File: src/rtl/ramarb.sv
// ramarb: round-robin arbiter sharing one PSRAM Wishbone bridge between two masters,
// with a per-strobe ack timeout that reports err to the granted master.
module ramarb #(
   parameter logic [7:0] TIMEOUT = 8'd200
) (
   input  logic        clk2x_i,
   input  logic        reset_i,
   input  logic        s_busy_i,
   input  logic        m0_cyc_i,
   input  logic        m0_stb_i,
   input  logic        m0_we_i,
   input  logic [22:0] m0_adr_i,
   input  logic [1:0]  m0_sel_i,
   input  logic [15:0] m0_dat_i,
   output logic [15:0] m0_dat_o,
   output logic        m0_ack_o,
   output logic        m0_err_o,
   input  logic        m1_cyc_i,
   input  logic        m1_stb_i,
   input  logic        m1_we_i,
   input  logic [22:0] m1_adr_i,
   input  logic [1:0]  m1_sel_i,
   input  logic [15:0] m1_dat_i,
   output logic [15:0] m1_dat_o,
   output logic        m1_ack_o,
   output logic        m1_err_o,
   output logic        s_cyc_o,
   output logic        s_stb_o,
   output logic        s_we_o,
   output logic [22:0] s_adr_o,
   output logic [1:0]  s_sel_o,
   output logic [15:0] s_dat_o,
   input  logic [15:0] s_dat_i,
   input  logic        s_ack_i
);
   typedef enum logic [1:0] {IDLE, GNT0, GNT1} state_t;
   state_t state, state_nx;
   logic last, last_nx;
   logic [7:0] cnt;
   logic g0, g1, stb, err, pick0;
   assign g0 = state == GNT0;
   assign g1 = state == GNT1;
   assign stb = g0 ? m0_stb_i : g1 ? m1_stb_i : 1'b0;
   // ack in the same cycle as the timeout wins
   assign err = (g0 | g1) & stb & ~s_ack_i & (cnt == TIMEOUT);
   // m0 wins when alone, or on a tie when m1 was served last
   assign pick0 = m0_cyc_i & (~m1_cyc_i | last);
   always_ff @(posedge clk2x_i or posedge reset_i)
      if (reset_i) begin
         state <= IDLE;
         last  <= 1'b1;
         cnt   <= 8'd0;
      end else begin
         state <= state_nx;
         last  <= last_nx;
         cnt   <= (~(g0 | g1) | ~stb | s_ack_i | err) ? 8'd0 : cnt + 8'd1;
      end
   always_comb begin
      state_nx = state;
      last_nx  = last;
      case (state)
         IDLE: if (~s_busy_i & (m0_cyc_i | m1_cyc_i)) begin
            state_nx = pick0 ? GNT0 : GNT1;
            last_nx  = ~pick0;
         end
         GNT0: if (~m0_cyc_i) state_nx = IDLE;
         GNT1: if (~m1_cyc_i) state_nx = IDLE;
         default: state_nx = IDLE;
      endcase
   end
   always_comb begin
      s_cyc_o  = g0 ? m0_cyc_i : g1 ? m1_cyc_i : 1'b0;
      s_we_o   = g0 ? m0_we_i  : g1 ? m1_we_i  : 1'b0;
      s_adr_o  = g0 ? m0_adr_i : g1 ? m1_adr_i : 23'd0;
      s_sel_o  = g0 ? m0_sel_i : g1 ? m1_sel_i : 2'd0;
      s_dat_o  = g0 ? m0_dat_i : g1 ? m1_dat_i : 16'd0;
      s_stb_o  = stb & ~err;
      m0_ack_o = g0 & s_ack_i;
      m1_ack_o = g1 & s_ack_i;
      m0_err_o = g0 & err;
      m1_err_o = g1 & err;
      m0_dat_o = s_dat_i;
      m1_dat_o = s_dat_i;
   end
endmodule

File: config.mk
export PLATFORM = sky130hd
export DESIGN_NAME = ramarb
export DESIGN_NICKNAME = d
export VERILOG_FILES = /design/src/rtl/ramarb.sv
export SDC_FILE = /design/constraint.sdc
export NUM_CORES = 1
export LEC_CHECK = 0
export CAP_MARGIN = 25
export CORE_UTILIZATION = 23
export DETAILED_ROUTE_END_ITERATION = 10
export GPL_TIMING_DRIVEN = 0
export PLACE_DENSITY_LB_ADDON = 0.05
export SLEW_MARGIN = 30
export SYNTH_ARGS = -nofsm -noshare
export SYNTH_HDL_FRONTEND = slang
export SYNTH_SLANG_ARGS = --single-unit
export TNS_END_PERCENT = 30
File: constraint.sdc
create_clock -name clk2x_i -period 2 [get_ports clk2x_i]
set_input_delay 0.5 -clock clk2x_i [delete_from_list [all_inputs] [get_ports clk2x_i]]
set_output_delay 0.5 -clock clk2x_i [all_outputs]
set_load 0.02 [all_outputs]
After elaboration in Yosys (flattened, before gate mapping)
Cells that the tools add are included.
{ "totals": {"reg_bits": 11} }
{ "classes": {"addsub": 1, "n_eq_ne": 6, "n_mux": 18, "bitwise_logic": 23, "n_reduce_logical": 3} }
{ "ops": {"columns": ["op", "n"], "rows": [
  ["$mux W23", 2],
  ["$mux W16", 2],
  ["$mux W2", 6],
  ["$and A1 B1 Y1", 10],
  ["$add A8 B1 Y8 const B", 1],
  ["$eq A8 B8 Y1 const B", 1],
  ["$mux W8", 1],
  ["$not A1 Y1", 7],
  ["$mux W1", 6],
  ["$ne A2 B2 Y1 const B", 3],
  ["$or A1 B1 Y1", 6],
  ["$pmux W2 S3", 1],
  ["$reduce_and A3 Y1", 1],
  ["$eq A2 B1 Y1 const B", 1],
  ["$eq A2 B2 Y1 const B", 1],
  ["$logic_not A2 Y1", 1],
  ["$reduce_and A2 Y1", 1]
]} }

Depth between registers and ports, before layout
Gate-level depths: netlist of the first run.
{ "logic_depth": {"ltp_word": 8, "depth_mapped": 6, "ltp_nobuf": 5} }

Worst setup path after synthesis of the first run
Ideal clock, no wire load.
{ "synth_path": {"path_type": "reg-to-output", "start": "register state[1]", "end": "output m0_err_o", "arrival_time_ps": 1613, "t_required_ps": 1500, "setup_slack_ps": -113, "stages_incl_launch_ff": 7, "path_buffers": 1, "cell_sequence": "dfrtp_1 > inv_1 > ha_1 > nand3b_1 > a211o_2 > clkbuf_8 > nor3b_2"} }
{ "synth_via": {"elab_chain_len": 7, "elab_cells_between_ends": 9, "cone_classes": "eq/ne (2); mux (2); bitwise (5)"} }
{ "synth_lines": {"columns": ["item", "line_no", "text"], "rows": [
  ["start: declaration", "37", "state_t state, state_nx;"],
  ["start signal: assignment", "54", "state <= state_nx;"],
  ["$eq A2 B2 Y1", "42", "assign g1 = state == GNT1;"],
  ["$mux W1 (2 in a row)", "43", "assign stb = g0 ? m0_stb_i : g1 ? m1_stb_i : 1'b0;"],
  ["$and A1 B1 Y1 (3 in a row)", "45", "assign err = (g0 | g1) & stb & ~s_ack_i & (cnt == TIMEOUT);"],
  ["$and A1 B1 Y1 *", "80", "m0_err_o = g0 & err;"],
  ["end: declaration", "17", "output logic m0_err_o,"]
]} }
Every way passes the cells marked *; elsewhere a longest branch is shown, timed or not.

Final worst setup path of the first run
{ "layout_path": {"start": "register state[0]", "end": "output m1_err_o"} }
{ "layout_via": {"elab_chain_len": 7, "elab_cells_between_ends": 9, "cone_classes": "eq/ne (2); mux (2); bitwise (5)"} }
{ "layout_lines": {"columns": ["item", "line_no", "text"], "rows": [
  ["$eq A2 B2 Y1", "42", null],
  ["$mux W1 (2 in a row)", "43", null],
  ["$and A1 B1 Y1 (3 in a row)", "45", null],
  ["$and A1 B1 Y1 *", "81", "m1_err_o = g1 & err;"],
  ["end: declaration", "26", "output logic m1_err_o,"]
]} }
Marks and branches as above.

==> metrics.md, run 1 <==
| Metric | Value |
|---|---|
| Status | finished, violations left |
| Violated checks | setup timing |
| Slew @ Worst Pin | 460 ps |
| Routed vias | 1956 |
| Cells along the critical path | inv_2, ha_4, nand3b_1, a211o_4, nor3b_4, buf_6 |
| Iteration-0 DRC Markers | 42 |
| Synth area leaders | a22o_1, dfrtp_1, buf_4, ha_1, inv_1 |
| Post-DP HPWL | 5.64 mm |
| Synth Cell Area | 1390 µm² |
| Final wirelength | 7.10 mm |
| EDFF count, synth | 0 |
| CTS tree | done |
| Nets | 468 |
| Post-Place Worst Slack | -895 ps |
| Total CTS buffers | 3 |
| Sequential element share of the synthesized area | 19.9% |
| Die area | 6370 µm² |
| Final hold violations | 0 |
| Worst-path clk slew | 50 ps |
| Worst Reg2Reg Path Length in Cells | 4 |
| Placed Cells | 401 |
| Max Slew Vio Count | 0 |
| RSZ-0062 raised after global routing | true |
| Worst Setup Slack, final | -316 ps |
| Largest net degree at the start of global routing | 12 |
| Post-DR wirelength/cell | 16.7 µm |
| Number of remaining DRC errors | 0 |
| P_leak | 1.61 nW |
| Rel. slew slack | 69.4% |
| Count leader, synth | a22o_1 |
| Synth area leader | a22o_1 |
| Worst Hold Class | primary input to asynchronous set/reset pin |
| Synth-to-Final Area Change | 162% |
| CTS max path bufs | 2 |
| Top-area cell type share of the netlist area | 25.8% |
| Max incr delay on CP | 410 ps |
| Die H | 79.8 µm |
| CP Data Arrival Time | 1820 ps |
| Post-Layout Cell Count | 426 |
| Ys Warns | 0 |
| Synth Instances | 158 |
| Number of nets with antenna violations after routing | 0 |
| Tot GR Track Use | 20.5% |
| Crit path kind | flop to output port |
| I/O pin count | 188 |
| Vias per inst | 4.59 |
| Vias in the first global route | 1973 |
| Slowest cell on the critical path | dfrtp_1 |
| PortBufs | 171 |
| Clock skew | 1.12 ps |
| Worst Setup SP | state[0] |
| CTS root buffer | clkbuf_8 |
| Worst-Skew Late Latency | 240 ps |
| Pwr/cell area | 984 nW/µm² |
| N_diodes | 0 |
| Grt ovf | 0 |
| WP data required | 1500 ps |
| Prevailing post-synth register cell | dfrtp_1 |
| Top cells by count, synth | a22o_1, buf_4, dfrtp_1, inv_1, nand2_1 |
| CP max FO | 4 |
| Worst vdd rail ir drop | 0.000644 V |
| Post-synthesis cell type count | 36 |
| Initial antenna violation count | 0 |
| Drt first pass iters | 4 |
| CTS H-tree depth | 1 |
| Startpoint types | flop |
| Final setup viols | 44 |
| RR Startpoint | state[1] |
| Core box area | 5680 µm² |
| Fmax achieved | 0.432 GHz |
| Clk sink count | 11 |
| Share of layout cells above drive strength 1 | 39.3% |
| Global-route wire length before repair | 10.0 mm |
| Mean area per synthesized cell | 8.81 µm² |
| Gpl congestion | 0.745 |
| Final period util | 116% |
| Syn nets | 271 |
| Tmin final | 2320 ps |
| Worst setup EP type | output port |
| Starting Density | 24.5% |
| Row cnt | 27 |
| Max cap viols | 0 |
| Async SR Flop Fraction | 100% |
| Die Wd | 79.8 µm |
| Flops & latches, synth | 11 |
==> worst max-delay path: cells and delay by family (launching register included) <==
family,cells,cell delay (ps)
compound gates,1,390
fa+ha+maj,1,170
buf+inv,2,270
flops,1,410
simple gates,2,330
==> worst paths after layout <==
kind	endpoint	slack [ps]
hold reg to reg	last	570
min in group clk2x_i	last	570
max in group asynchronous	last	1100
setup / recovery	m1_err_o	-320
setup reg to reg	state[1]	330
hold / removal	cnt[1]	560
==> area by class of cell <==
class	instances	area [µm²]
fillers	496	2030
repair buffers	193	1970
multi-input cells	95	878
plain buffers	41	345
flip-flops and latches	11	277
well taps	72	90.1
clock buffers	4	45.0
inverters	10	41.3
==> cell usage in the layout, fill, tap and decap left out, drive strengths merged, types with 2 or more instances in the layout <==
cell | netlist | routed
nand3 | 4 | 4
nor3b | 3 | 3
nor2 | 4 | 4
a211oi | 2 | 2
buf | 37 | 107
xor2 | 2 | 2
inv | 10 | 9
dfrtp | 10 | 10
clkdlybuf4s50 | 0 | 123
nor3 | 3 | 3
a22o | 41 | 41
nand2 | 7 | 7
clkbuf | 5 | 8
or3 | 3 | 3
ha | 5 | 5
o21ai | 5 | 5
==> flip-flops by register name, indices dropped and copies added, names as in the netlist <==
| signal | count |
|---|---|
| cnt | 8 |
| state | 2 |
| last | 1 |
==> per-stage QoR <==
step / util (%) / setup TNS [ps] / hold slack (ps) / cell area [µm²] / power, mW
after floorplan: - / -112 / 352 / 1410 / 1.55
after global placement: 56.5 / -32060 / 487 / 3210 / 2.68
after detailed placement: 56.5 / -33740 / 491 / 3210 / 2.69
after CTS: 61.9 / -9970 / 493 / 3510 / 3.43
after global routing: 64.3 / -14480 / 609 / 3650 / 3.77
final: 64.3 / -10340 / 559 / 3650 / 3.59
==> what timing repair did <==
item                       CTS  global route
setup endpoints to repair   48            48
hold buffers                 0             0
cloned                       3             1
setup buffers               12             6
resized for setup          309            33
pin swaps                   16            12
==> per-layer routing <==
metal  vias up  global-route usage [%]  part of all wire [%]
li1        953                       -                     -
met1       887                    22.5                    37
met2       108                    37.8                    52
met3         8                    5.60                   9.0
met4         0                    6.43                   1.8
met5         -                       0                     0
==> cell families after synthesis <==
| family | synth area share (%) |
|---|---|
| adder cells (fa/ha/maj) | 4.49 |
| XOR/XNOR | 1.89 |
| AND/OR/NAND/NOR | 14.0 |
| flip-flops | 19.9 |
| AO/OA/AOI/OAI | 34.0 |
| multiplexers | 1.53 |
| buffers and inverters | 24.3 |
==> where the power goes <==
group / internal (mW) / switching [mW]
logic: 1.66 / 1.41
registers: 0.261 / 0.0257
clock network: 0.141 / 0.0917
Power figures use the tool's default switching activity.
==> run 2, diff against run 1 <==
--- a/config.mk
+++ b/config.mk
@@ -9,7 +9,7 @@
 export CORE_UTILIZATION = 23
 export DETAILED_ROUTE_END_ITERATION = 10
 export GPL_TIMING_DRIVEN = 0
-export PLACE_DENSITY_LB_ADDON = 0.05
+export PLACE_DENSITY = 0.79
 export SLEW_MARGIN = 30
 export SYNTH_ARGS = -nofsm -noshare
 export SYNTH_HDL_FRONTEND = slang
==> metrics.md, run 2 (same netlist as run 1, synthesis figures left out) <==
| Metric | Value |
|---|---|
| CP max FO | 5 (+1) |
| Rel. slew slack | 63.8% (-5.5 points) |
| Initial antenna violation count | 0 (unchanged) |
| Biggest register | cnt |
| Max cap viols | 0 (unchanged) |
| I/O pin count | 188 (unchanged) |
| Drt first pass iters | 4 (unchanged) |
| Nets | 467 (-0.21%) |
| Violated checks | setup timing |
| Worst Setup Slack, final | -305 ps (+11.0 ps) |
| CTS tree | done |
| Top flop regs | cnt x8, state x2, last x1 |
| Pwr/cell area | 953 nW/µm² (-3.2%) |
| CTS root buffer | clkbuf_8 |
| Final hold violations | 0 (unchanged) |
| CP Data Arrival Time | 1810 ps (about the same) |
| Startpoint types | flop |
| Worst Hold Class | flop to flop |
| Vias per inst | 4.68 (+2.0%) |
| Synth-to-Final Area Change | 156% |
| Tmin final | 2310 ps (-11.0 ps) |
| CTS max path bufs | 2 (unchanged) |
| Max Slew Vio Count | 0 (unchanged) |
| Iteration-0 DRC Markers | 22 (-48%) |
| Starting Density | 24.5% (unchanged) |
| Commonest non-fill, non-tap cell in the layout | clkdlybuf4s50_1 |
| Status | finished, violations left |
| Number of nets with antenna violations after routing | 0 (unchanged) |
| Max reg flops | 8 (unchanged) |
| Final setup viols | 47 (+6.8%) |
| Cell Area, Placed | 3210 µm² (unchanged) |
| Gpl congestion | 0.794 (+6.5%) |
| Post-Layout Cell Count | 425 (-0.23%) |
| WP data required | 1500 ps (about the same) |
| Most frequent cells in the layout | clkdlybuf4s50_1, buf_4, a22o_1 |
| Largest net degree at the start of global routing | 12 (unchanged) |
| Die Wd | 79.8 µm (unchanged) |
| RSZ-0062 raised after global routing | true |
| Share of layout cells above drive strength 1 | 38.2% (-1.0 points) |
| Clock skew | 3.01 ps (+1.88 ps) |
| Post-DP HPWL | 5.47 mm (-3.1%) |
| Final Instance Area | 3560 µm² (-2.5%) |
| Grt ovf | 0 (unchanged) |
| Placed Cells | 401 (unchanged) |
| Core box area | 5680 µm² (unchanged) |
| Vias in the first global route | 2039 (+3.3%) |
| Tot GR Track Use | 20.0% (-0.49 points) |
| Fmax achieved | 0.434 GHz (+0.48%) |
| CTS H-tree depth | 1 (unchanged) |
| # fillers | 483 (-2.6%) |
| Routed vias | 1990 (+1.7%) |
| Post-DR wirelength/cell | 16.7 µm (about the same) |
| Worst-path clk slew | 50 ps (about the same) |
| PortBufs | 171 (unchanged) |
| P_leak | 1.59 nW (-0.89%) |
| Row cnt | 27 (unchanged) |
| Hold Buf Count CTS | 0 (unchanged) |
| Worst Hold Margin | 553 ps (-5.34 ps) |
| Clk sink count | 11 (unchanged) |
| Worst vdd rail ir drop | 0.000618 V (-4.0%) |
| Final period util | 115% (-0.55 points) |
| Number of remaining DRC errors | 0 (unchanged) |
| Worst setup EP type | output port |
| Worst-Skew Late Latency | 240 ps (about the same) |
| N_diodes | 0 (unchanged) |
| Final wirelength | 7.09 mm (-0.20%) |
| Die area | 6370 µm² (unchanged) |
| Global-route wire length before repair | 9.86 mm (-1.5%) |
| Slew @ Worst Pin | 543 ps (+83.1 ps) |
| Crit path kind | flop to output port |
| Total CTS buffers | 3 (unchanged) |
| Die H | 79.8 µm (unchanged) |
==> run 2: cell types whose count changed in the layout (fill, tap and decap cells not counted), sizes merged <==
cell / previous run / this run
clkbuf: 8 / 6
inv: 9 / 10
buf: 107 / 108
clkinvlp: 1 / 0
clkdlybuf4s50: 123 / 122
dlygate4sd2: 0 / 1
==> run 2: worst paths after layout <==
kind                       endpoint     start  slack, ps  cells after the start
min in group asynchronous  state[1]   reset_i        570                      2
max                        m1_err_o  state[0]       -310                      5
min                          cnt[0]    cnt[0]        550                      2
max in group asynchronous      last   reset_i       1100                      2
min reg2reg                  cnt[0]    cnt[0]        550                      2
max reg2reg                state[1]  state[1]        130                      5
==> run 2: metal layers <==
layer / track usage, % / part of all wire [%] / up-vias
li1: - / - / 948
met1: 20.0 / 33 / 919
met2: 39.8 / 56 / 113
met3: 6.74 / 9.6 / 10
met4: 3.39 / 1.1 / 0
met5: 0 / 0 / -
==> run 2: worst max-delay path: stages (launching register included) <==
cell and delay [ps]:
dfrtp_1 420, ha_4 200, nand3b_1 210, a211o_4 400
nor3b_4 190, buf_6 140
==> run 2: power by group <==
group	internal [mW]	leakage, nW	total, mW	switching [mW]
clock	0.141	0.0228	0.232	0.0910
sequential	0.261	0.148	0.285	0.0247
combinational	1.52	1.42	2.87	1.36
==> run 2: final cells by class <==
type / count / area (µm²) / area share (%)
inverters: 10 / 40.0 / 1.12
multi-input cells: 95 / 861 / 24.2
repair buffers: 192 / 1870 / 52.7
clock buffers: 4 / 45.0 / 1.27
plain buffers: 41 / 373 / 10.5
flip-flops and latches: 11 / 277 / 7.77
well taps: 72 / 90.1 / 2.53
==> run 2: through the flow <==
stage	power (mW)	setup TNS, ps	setup WS (ps)	utilization (%)
2_1_floorplan	1.55	-112	-56.1	-
3_3_place_gp	2.62	-34920	-889	56.5
3_5_place_dp	2.65	-35920	-899	56.5
4_1_cts	2.95	-5610	-266	58.2
5_1_grt	3.57	-10400	-372	62.7
6_report	3.39	-6890	-305	62.7
==> run 2: repair_timing <==
item                                    4_1_cts  5_1_grt
hold endpoints to repair                      0        0
cloned                                        2        2
endpoints found under the setup margin       48       48
pin swaps                                     5        8
gates resized for setup                     245       71
setup buffers                                11        6
==> run 3, diff against run 2 <==
--- a/config.mk
+++ b/config.mk
@@ -6,10 +6,11 @@
 export NUM_CORES = 1
 export LEC_CHECK = 0
 export CAP_MARGIN = 25
-export CORE_UTILIZATION = 23
+export CORE_AREA = 2 2 72 74
 export DETAILED_ROUTE_END_ITERATION = 10
+export DIE_AREA = 0 0 74 76
+export DONT_BUFFER_PORTS = 1
 export GPL_TIMING_DRIVEN = 0
-export PLACE_DENSITY = 0.79
 export SLEW_MARGIN = 30
 export SYNTH_ARGS = -nofsm -noshare
 export SYNTH_HDL_FRONTEND = slang
==> metrics.md, run 3 (same netlist as run 1, synthesis figures left out) <==
| Metric | Value |
|---|---|
| Max reg flops | 8 (unchanged) |
| Final period util | 112% (-3.2 points) |
| Vias per inst | 5.34 (+14%) |
| Worst Setup Slack, final | -241 ps (+63.8 ps) |
| Vias in the first global route | 1255 (-38%) |
| Worst-Skew Late Latency | 240 ps (about the same) |
| Startpoint types | flop |
| Max Slew Vio Count | 0 (unchanged) |
| Total CTS buffers | 3 (unchanged) |
| Final Power | 2.72 mW (-20%) |
| Rel. slew slack | 69.2% (+5.4 points) |
| Number of nets with antenna violations after routing | 0 (unchanged) |
| Die Wd | 74 µm (-7.3%) |
| Worst-path clk slew | 50 ps (about the same) |
| CTS max path bufs | 2 (unchanged) |
| Post-DR wirelength/cell | 19.1 µm (+15%) |
| Final wirelength | 4.62 mm (-35%) |
| Die H | 76 µm (-4.8%) |
| Worst Hold Class | primary input to asynchronous set/reset pin |
| Tot GR Track Use | 14.7% (-5.3 points) |
| PortBufs | 0 (-100%) |
| CTS root buffer | clkbuf_8 |
| Number of remaining DRC errors | 0 (unchanged) |
| Clk sink count | 11 (unchanged) |
| Post-DP HPWL | 3.35 mm (-39%) |
| P_leak | 0.973 nW (-39%) |
| Row cnt | 26 (-3.7%) |
| I/O pin count | 188 (unchanged) |
| Nets | 286 (-39%) |
| Pwr/cell area | 1300 nW/µm² (+36%) |
| Worst vdd rail ir drop | 0.000596 V (-3.5%) |
| Synth-to-Final Area Change | 50.2% |
| N_diodes | 0 (unchanged) |
| Global-route wire length before repair | 6.41 mm (-35%) |
| CP Data Arrival Time | 1740 ps (-70 ps) |
| Fin util | 42.6% (-20 points) |
| Bufs and invs on worst path | 1 (unchanged) |
| Drt first pass iters | 4 (unchanged) |
| Top flop regs | cnt x8, state x2, last x1 |
| Cells along the critical path | inv_2, ha_4, nand3b_1, a211o_4, nor3b_4 |
| WP data required | 1500 ps (about the same) |
| Final hold violations | 0 (unchanged) |
| Violated checks | setup timing |
| Biggest register | cnt |
| Fmax achieved | 0.446 GHz (+2.8%) |
| Hold Buf Count CTS | 0 (unchanged) |
| Largest net degree at the start of global routing | 12 (unchanged) |
| CP top delay family | simple AND/OR/NAND/NOR gates |
| Tmin final | 2240 ps (-63.8 ps) |
| Grt ovf | 0 (unchanged) |
| CTS tree | done |
| CTS H-tree depth | 1 (unchanged) |
| Clock skew | 3.68 ps (+0.670 ps) |
| Commonest non-fill, non-tap cell in the layout | buf_4 |
| RSZ-0062 raised after global routing | true |
| Status | finished, violations left |
| Slew @ Worst Pin | 463 ps (-80.3 ps) |
| Routed vias | 1293 (-35%) |
| Share of layout cells above drive strength 1 | 67.4% (+29 points) |
| Iteration-0 DRC Markers | 34 (+55%) |
| Max cap viols | 0 (unchanged) |
| Gpl congestion | 0.740 (-6.8%) |
| Die area | 5620 µm² (-12%) |
| Initial antenna violation count | 0 (unchanged) |
| Max incr delay on CP | 380 ps (-40 ps) |
| Core box area | 4910 µm² (-13%) |
| Final setup viols | 44 (-6.4%) |
| Crit path kind | flop to output port |
| CP max FO | 5 (unchanged) |
| Slowest cell on the critical path | a211o_4 |
| Most frequent cells in the layout | buf_4, a22o_4, dfrtp_1 |
| Worst setup EP type | output port |
| Starting Density | 28.3% (+3.8 points) |
run 3: layout make-up:
type | count | area, µm²
multi-input cells | 95 | 1210
fillers | 460 | 2820
well taps | 70 | 87.6
inverters | 10 | 37.5
repair buffers | 11 | 95.1
clock buffers | 4 | 45.0
plain buffers | 41 | 335
flip-flops and latches | 11 | 277
run 3: through the flow:
step	instances	TNS [ps]	worst slack (ps)	hold slack, ps	area, µm²
after CTS	241	-7930	-242	160	2060
after detailed placement	228	-14710	-416	420	1500
final	242	-8720	-241	151	2090
after global routing	242	-11640	-312	186	2090
after floorplan	158	-112	-56.1	352	1410
after global placement	228	-13800	-393	414	1500
run 3: report_power, final:
group / internal (mW) / switching (mW) / total [mW]
clock: 0.140 / 0.0868 / 0.227
combinational: 0.987 / 1.22 / 2.20
sequential: 0.261 / 0.0248 / 0.285
total: 1.39 / 1.33 / 2.72
run 3: repair_timing:
item                       CTS  global route
setup endpoints to repair   47            47
pin swaps                    6             3
resized for setup           87             3
gates cloned                 1             0
setup buffers                9             1
run 3: layer usage:
layer,wire (µm),part of all wire (%),vias to the layer above,global-route usage [%]
met5,0,0,-,0
met4,19,0.41,0,2.18
met3,478,10,2,5.16
met2,2430,52,99,26.3
met1,1700,37,608,16.8
li1,-,-,584,-
run 3: path summary, 6_finish.rpt:
check | start | end | slack (ps) | cells after the start
worst max-delay path | state[1] | m1_err_o | -240 | 5
min in group clk2x_i | m0_cyc_i | last | 340 | 1
worst max register to register | state[1] | state[1] | 210 | 5
max in group asynchronous | reset_i | last | 1520 | 1
worst min-delay path | reset_i | state[1] | 150 | 1
worst min register to register | cnt[0] | cnt[0] | 540 | 2
